[config.mk]
export PLATFORM = sky130hd
export DESIGN_NAME = seg7_scan_decoder
export DESIGN_NICKNAME = d
export VERILOG_FILES = /design/src/rtl/seg7_scan_decoder.sv
export SDC_FILE = /design/constraint.sdc
export NUM_CORES = 1
export LEC_CHECK = 0
export ABC_AREA = 1
export BUFFER_PORTS_ARGS = -buffer_cell sky130_fd_sc_hd__buf_2
export CAP_MARGIN = 20
export CORE_UTILIZATION = 40
export DETAILED_ROUTE_END_ITERATION = 8
export GPL_ROUTABILITY_DRIVEN = 0
export GPL_TIMING_DRIVEN = 0
export SLEW_MARGIN = 15
export SYNTH_ARGS = -nofsm -noshare
export SYNTH_HDL_FRONTEND = slang
export SYNTH_SLANG_ARGS = --single-unit
export TNS_END_PERCENT = 20
[constraint.sdc]
create_clock -name sys_clk -period 2.5 [get_ports sys_clk]
set_clock_uncertainty 0.2 [all_clocks]
set_input_delay 0.125 -clock sys_clk [delete_from_list [all_inputs] [get_ports sys_clk]]
set_output_delay 0.125 -clock sys_clk [all_outputs]
set_load 0.02 [all_outputs]
[src/rtl/seg7_scan_decoder.sv]
// seg7_scan_decoder: samples a scanned 4-digit seven-segment bus
// (sel/seg) and rebuilds the displayed hex digits as atomic frames.
// In : sys_clk, sys_rst_p (sync, active-high), sel[3:0], seg[6:0] (a..g)
// Out: digits[15:0], valid_mask[3:0], frame_done, data_valid,
//      err_invalid, err_multi_sel, stale
module seg7_scan_decoder #(
  parameter bit SEL_ACTIVE_LOW = 1'b1,
  parameter bit SEG_ACTIVE_LOW = 1'b1,
  parameter int SETTLE         = 4,
  parameter int TIMEOUT_MAX    = 262143
) (
  input  logic        sys_clk,
  input  logic        sys_rst_p,
  input  logic [3:0]  sel,
  input  logic [6:0]  seg,
  output logic [15:0] digits,
  output logic [3:0]  valid_mask,
  output logic        frame_done,
  output logic        data_valid,
  output logic        err_invalid,
  output logic        err_multi_sel,
  output logic        stale
);

  localparam logic [7:0]  SETTLE_M1 = 8'(SETTLE - 1);
  localparam logic [17:0] TMO_MAX   = 18'(TIMEOUT_MAX);
  localparam logic [17:0] TMO_M1    = 18'(TIMEOUT_MAX - 1);

  typedef enum logic {
    S_SCAN,
    S_COMMIT
  } state_t;

  state_t      r_state;
  state_t      w_state_nx;
  logic        w_commit;

  logic [10:0] w_norm;
  logic [10:0] r_sync1;
  logic [10:0] r_sync2;
  logic [10:0] r_cmp;
  logic [7:0]  r_cnt;
  logic        r_captured;

  logic [3:0]  w_sel;
  logic [6:0]  w_seg;
  logic        w_same;
  logic        w_settle;
  logic        w_multi;
  logic        w_cap;
  logic [1:0]  w_idx;
  logic [3:0]  w_hex;
  logic        w_hex_ok;
  logic        w_tmo_hit;
  logic [3:0]  w_seen_base;

  logic [15:0] r_shadow;
  logic [3:0]  r_smask;
  logic [3:0]  r_seen;
  logic [17:0] r_tmo;

  assign w_norm = {sel ^ {4{SEL_ACTIVE_LOW}},
                   seg ^ {7{SEG_ACTIVE_LOW}}};

  assign w_sel    = r_sync2[10:7];
  assign w_seg    = r_sync2[6:0];
  assign w_same   = (r_sync2 == r_cmp);
  // fires once per dwell, on the cycle the sample has been stable long enough
  assign w_settle = w_same && (r_cnt == SETTLE_M1) && !r_captured;
  assign w_multi  = (w_sel & (w_sel - 4'd1)) != 4'd0;
  assign w_cap    = w_settle && (w_sel != 4'd0) && !w_multi;
  assign w_idx    = {w_sel[2] | w_sel[3], w_sel[1] | w_sel[3]};

  assign w_tmo_hit = !w_cap && (r_tmo == TMO_M1);
  // commit/timeout clear happens before a same-cycle capture lands
  assign w_seen_base = (w_commit || w_tmo_hit) ? 4'd0 : r_seen;

  always_comb begin
    w_hex_ok = 1'b1;
    w_hex    = 4'h0;
    case (w_seg)
      7'h3F: w_hex = 4'h0;
      7'h06: w_hex = 4'h1;
      7'h5B: w_hex = 4'h2;
      7'h4F: w_hex = 4'h3;
      7'h66: w_hex = 4'h4;
      7'h6D: w_hex = 4'h5;
      7'h7D: w_hex = 4'h6;
      7'h07: w_hex = 4'h7;
      7'h7F: w_hex = 4'h8;
      7'h6F: w_hex = 4'h9;
      7'h77: w_hex = 4'hA;
      7'h7C: w_hex = 4'hB;
      7'h39: w_hex = 4'hC;
      7'h5E: w_hex = 4'hD;
      7'h79: w_hex = 4'hE;
      7'h71: w_hex = 4'hF;
      default: w_hex_ok = 1'b0;
    endcase
  end

  always_ff @(posedge sys_clk) begin
    if (sys_rst_p) begin
      r_sync1    <= '0;
      r_sync2    <= '0;
      r_cmp      <= '0;
      r_cnt      <= '0;
      r_captured <= 1'b0;
    end else begin
      r_sync1 <= w_norm;
      r_sync2 <= r_sync1;
      r_cmp   <= r_sync2;
      if (!w_same) begin
        r_cnt      <= '0;
        r_captured <= 1'b0;
      end else begin
        if (r_cnt != SETTLE_M1) r_cnt <= r_cnt + 8'd1;
        if (w_settle) r_captured <= 1'b1;
      end
    end
  end

  always_ff @(posedge sys_clk) begin
    if (sys_rst_p) r_state <= S_SCAN;
    else           r_state <= w_state_nx;
  end

  always_comb begin
    w_state_nx = r_state;
    w_commit   = 1'b0;
    case (r_state)
      S_SCAN: begin
        if (w_cap && ((r_seen | w_sel) == 4'hF))
          w_state_nx = S_COMMIT;
      end
      S_COMMIT: begin
        w_commit   = 1'b1;
        w_state_nx = S_SCAN;
      end
      default: w_state_nx = S_SCAN;
    endcase
  end

  always_ff @(posedge sys_clk) begin
    if (sys_rst_p) begin
      r_shadow <= '0;
      r_smask  <= '0;
      r_seen   <= '0;
      r_tmo    <= '0;
    end else begin
      r_seen <= w_seen_base | (w_cap ? w_sel : 4'd0);
      if (w_cap) begin
        r_shadow[{w_idx, 2'b00} +: 4] <= w_hex_ok ? w_hex : 4'h0;
        r_smask[w_idx]                <= w_hex_ok;
      end
      if (w_cap)               r_tmo <= '0;
      else if (r_tmo != TMO_MAX) r_tmo <= r_tmo + 18'd1;
    end
  end

  always_ff @(posedge sys_clk) begin
    if (sys_rst_p) begin
      digits        <= '0;
      valid_mask    <= '0;
      frame_done    <= 1'b0;
      data_valid    <= 1'b0;
      err_invalid   <= 1'b0;
      err_multi_sel <= 1'b0;
      stale         <= 1'b0;
    end else begin
      frame_done    <= w_commit;
      err_invalid   <= w_cap && !w_hex_ok && (w_seg != 7'd0);
      err_multi_sel <= w_settle && w_multi;
      if (w_commit) begin
        digits     <= r_shadow;
        valid_mask <= r_smask;
      end
      if (w_commit)       data_valid <= 1'b1;
      else if (w_tmo_hit) data_valid <= 1'b0;
      if (w_cap)          stale <= 1'b0;
      else if (w_tmo_hit) stale <= 1'b1;
    end
  end

endmodule
==> flow_metrics.py <==
metrics = {
    "status": {
        "status": "finished clean",
    },
    "floorplanning": {
        "die_w_um": 109,
        "floorplan.initialDensity_pct": 41.7,
        "coreArea_sq_um": 11000,
        "die_h_um": 109,
        "rows": 38,
        "die_area_sq_um": 11900,
        "boundaryPins": 38,
    },
    "critical_path": {
        "path_max_fanout": 10,
        "critPathTopFamily": "simple AND/OR/NAND/NOR gates",
        "crit-reg2reg-launch": "r_cnt[0]",
        "crit_start": "r_cnt[0]",
        "crit_slowest_cell": "dfxtp_1",
        "cpPeakStageDelay_ns": 0.40,
        "cp-start-kind": "register",
        "crit_chain": "ha_1, nand2_1, nor2_1, nand3_2, nor2_8, nand3_4, nand2_4, buf_4, a21oi_1",
        "crit_buf_inv": 1,
        "worstPathArrival_ns": 2.24,
        "cp-end-kind": "register",
        "path_class": "reg2reg",
        "crit_required_ns": 2.53,
    },
    "sta": {
        "timing.fmax_ghz": 0.452,
        "worst_pin_slew_ns": 0.557,
        "rsz0062_at_grt": "no",
        "period_needed_ns": 2.21,
        "tns_ns": 0,
        "max-slew-margin-rel_pct": 62.9,
        "final-hold-violation-count": 0,
        "setup_violations": 0,
        "drv_slew": 0,
        "finalCritPeriodShare_pct": 88.4,
    },
    "drt": {
        "detail_route.iter0.violations": 206,
        "finalWirelength_um": 9450,
        "drtAntennaViolNets": 0,
        "top_layer": "met4",
        "met2_length_um": 4380,
        "met1_length_um": 4640,
        "num_vias": 3810,
        "firstDrtPassIters": 4,
        "met3_length_um": 336,
        "drcViolationCount": 0,
        "wl_per_cell_um": 11.7,
        "vias_per_cell": 4.73,
    },
    "placed_design": {
        "post_dp_cell_area_sq_um": 4960,
        "dp.cells": 779,
        "dp_hpwl_um": 6850,
        "numPortBuffers": 36,
    },
    "synth": {
        "synth_top_family_by_area": "simple AND/OR/NAND/NOR gates",
        "yosys.area_share.adder_pct": 1.90,
        "yosysSeqAreaShare_pct": 47.9,
        "synth_xor_xnor_area_share_pct": 3.62,
        "synthesis.nets": 623,
        "yosys_warnings": 0,
        "synth.avg_cell_area_sq_um": 7.63,
        "synth_compound_area_share_pct": 8.48,
        "synth.cell_area_sq_um": 4600,
        "synth-seq-cells": 110,
        "yosys-mux-area-fraction_pct": 0,
        "synth.distinct_cells": 35,
        "synthSimpleGateAreaFrac_pct": 30.7,
        "syn_inst": 603,
    },
    "finish": {
        "fillers": 1115,
        "final_common_cell": "nand2_1",
        "areaGrowthSynthToFinish_pct": 16.2,
        "stdcell_area_sq_um": 5350,
        "final_cell_count_no_fill": 806,
        "drive_above_1_share_pct": 12.5,
        "final_cell_mix": "136 x nand2_1, 110 x dfxtp_1, 106 x nor2_1",
        "fin_nets": 681,
        "antenna_cells": 0,
        "final_util_pct": 48.5,
    },
    "cts": {
        "clk_pin_slew_worst_paths_ns": 0.07,
        "cts_tree": "done",
        "clkLatencyLatePin_ns": 0.35,
        "cts_resized": 0,
        "cts_num_sinks": 110,
        "postCtsSetupRepairBufs": 0,
        "htreeDepth": 3,
        "clock_path_buffers": 2,
        "cts_root_buffer": "clkbuf_16",
        "numCtsBuffers": 9,
    },
    "grt": {
        "grt_pass1_vias": 3633,
        "grt_usage_pct": 17.6,
        "grt_start_max_net_pins": 20,
        "grt_pass1_wl_um": 16300,
        "antenna_found_initial": 0,
        "overflow": 0,
    },
    "pwr": {
        "cellLeakagePower_nw": 2.33,
        "p_per_area_nw_per_um2": 623,
        "max-vdd-ir-drop_uv": 491,
    },
    "hold_path": {
        "worstHoldPathType": "in2reg",
        "hold_start": "sys_rst_p",
    },
    "job": {
        "drv_cap": 0,
    },
}
## power breakdown
part	leakage, nW	switching [W]	internal (W)
registers	0.892	0.0000232	0.00178
clock network	0.133	0.000657	0.000687
logic	1.31	0.000121	0.0000677
## worst min-delay path: stages
cell      delay (ns)
clkbuf_1        0.16
clkbuf_1        0.27
nor2_1          0.14
## path summary, 6_finish.rpt
kind,cells past startpoint,end,slack (ns)
max,9,r_tmo[6],0.29
min,3,r_sync2[1],0.19
max reg2reg,9,r_tmo[6],0.29
min reg2reg,2,r_sync2[4],0.20
## cell families after synthesis
logic type                 count (synthesis)
xor gates and xnor gates                  19
AOI/OAI and AO/OA                         64
and+or+nand+nor                          313
buffers and inverters                     90
adders and majority gates                  7
DFF                                      110
## cell usage after synthesis, drive strengths merged
| master | number | area, sq um |
|---|---|---|
| nand2 | 139 | 534 |
| nor2 | 114 | 485 |
| dfxtp | 110 | 2200 |
| inv | 79 | 297 |
| nand3 | 36 | 213 |
| a21oi | 27 | 135 |
| a22o | 14 | 123 |
| o21ai | 14 | 70.1 |
| xnor2 | 12 | 105 |
| nor3 | 11 | 66.3 |
| clkbuf | 8 | 30.0 |
| ha | 7 | 87.6 |
| nand4 | 7 | 73.8 |
| xor2 | 7 | 61.3 |
| a31oi | 4 | 25.0 |
| buf | 3 | 15.0 |
| o31ai | 3 | 22.5 |
| and2 | 2 | 15.0 |
| or2 | 2 | 12.5 |
| nor3b | 1 | 7.51 |
| nor4 | 1 | 6.26 |
| o221ai | 1 | 8.76 |
| o22ai | 1 | 6.26 |
## metal layers
metal  vias up  GRT usage (%)
met5         -              0
met4         0           5.33
met3         9           3.95
met2        68           29.6
met1      1722           22.3
li1       2011              -
## repair_timing
item,4_1_cts,5_1_grt
setup endpoints to repair,0,0
hold buffers,11,0
hold endpoints to repair,11,0
## through the flow
stage          power, W  hold WS [ns]  worst slack, ns
4_1_cts         0.00338         0.186            0.273
3_5_place_dp    0.00202        0.0814            0.300
2_1_floorplan   0.00197      -0.00831            0.562
5_1_grt         0.00348         0.218            0.116
6_report        0.00333         0.185            0.290
3_3_place_gp    0.00201        0.0784            0.313
## flip-flops by register name, indices dropped and copies added, names as in the netlist
| signal | count |
|---|---|
| r_tmo | 18 |
| digits | 16 |
| r_shadow | 16 |
| r_cmp | 11 |
| r_sync1 | 11 |
| r_sync2 | 11 |
| r_cnt | 8 |
| r_seen | 4 |
| r_smask | 4 |
| valid_mask | 4 |
| data_valid | 1 |
| err_invalid | 1 |
| err_multi_sel | 1 |
| frame_done | 1 |
| r_captured | 1 |
| r_state | 1 |
| stale | 1 |
## area by class of cell
class / instances / area [sq um] / share of cell area [%]
Timing Repair Buffer: 47 / 290 / 5.43
Clock buffer: 9 / 225 / 4.21
Inverter: 79 / 297 / 5.55
Clock inverter: 7 / 55.1 / 1.03
Multi-Input combinational cell: 403 / 2060 / 38.5
Tap cell: 140 / 175 / 3.28
Sequential cell: 110 / 2200 / 41.2
Buffer: 11 / 45.0 / 0.842
(Power assumes the default switching activity.)
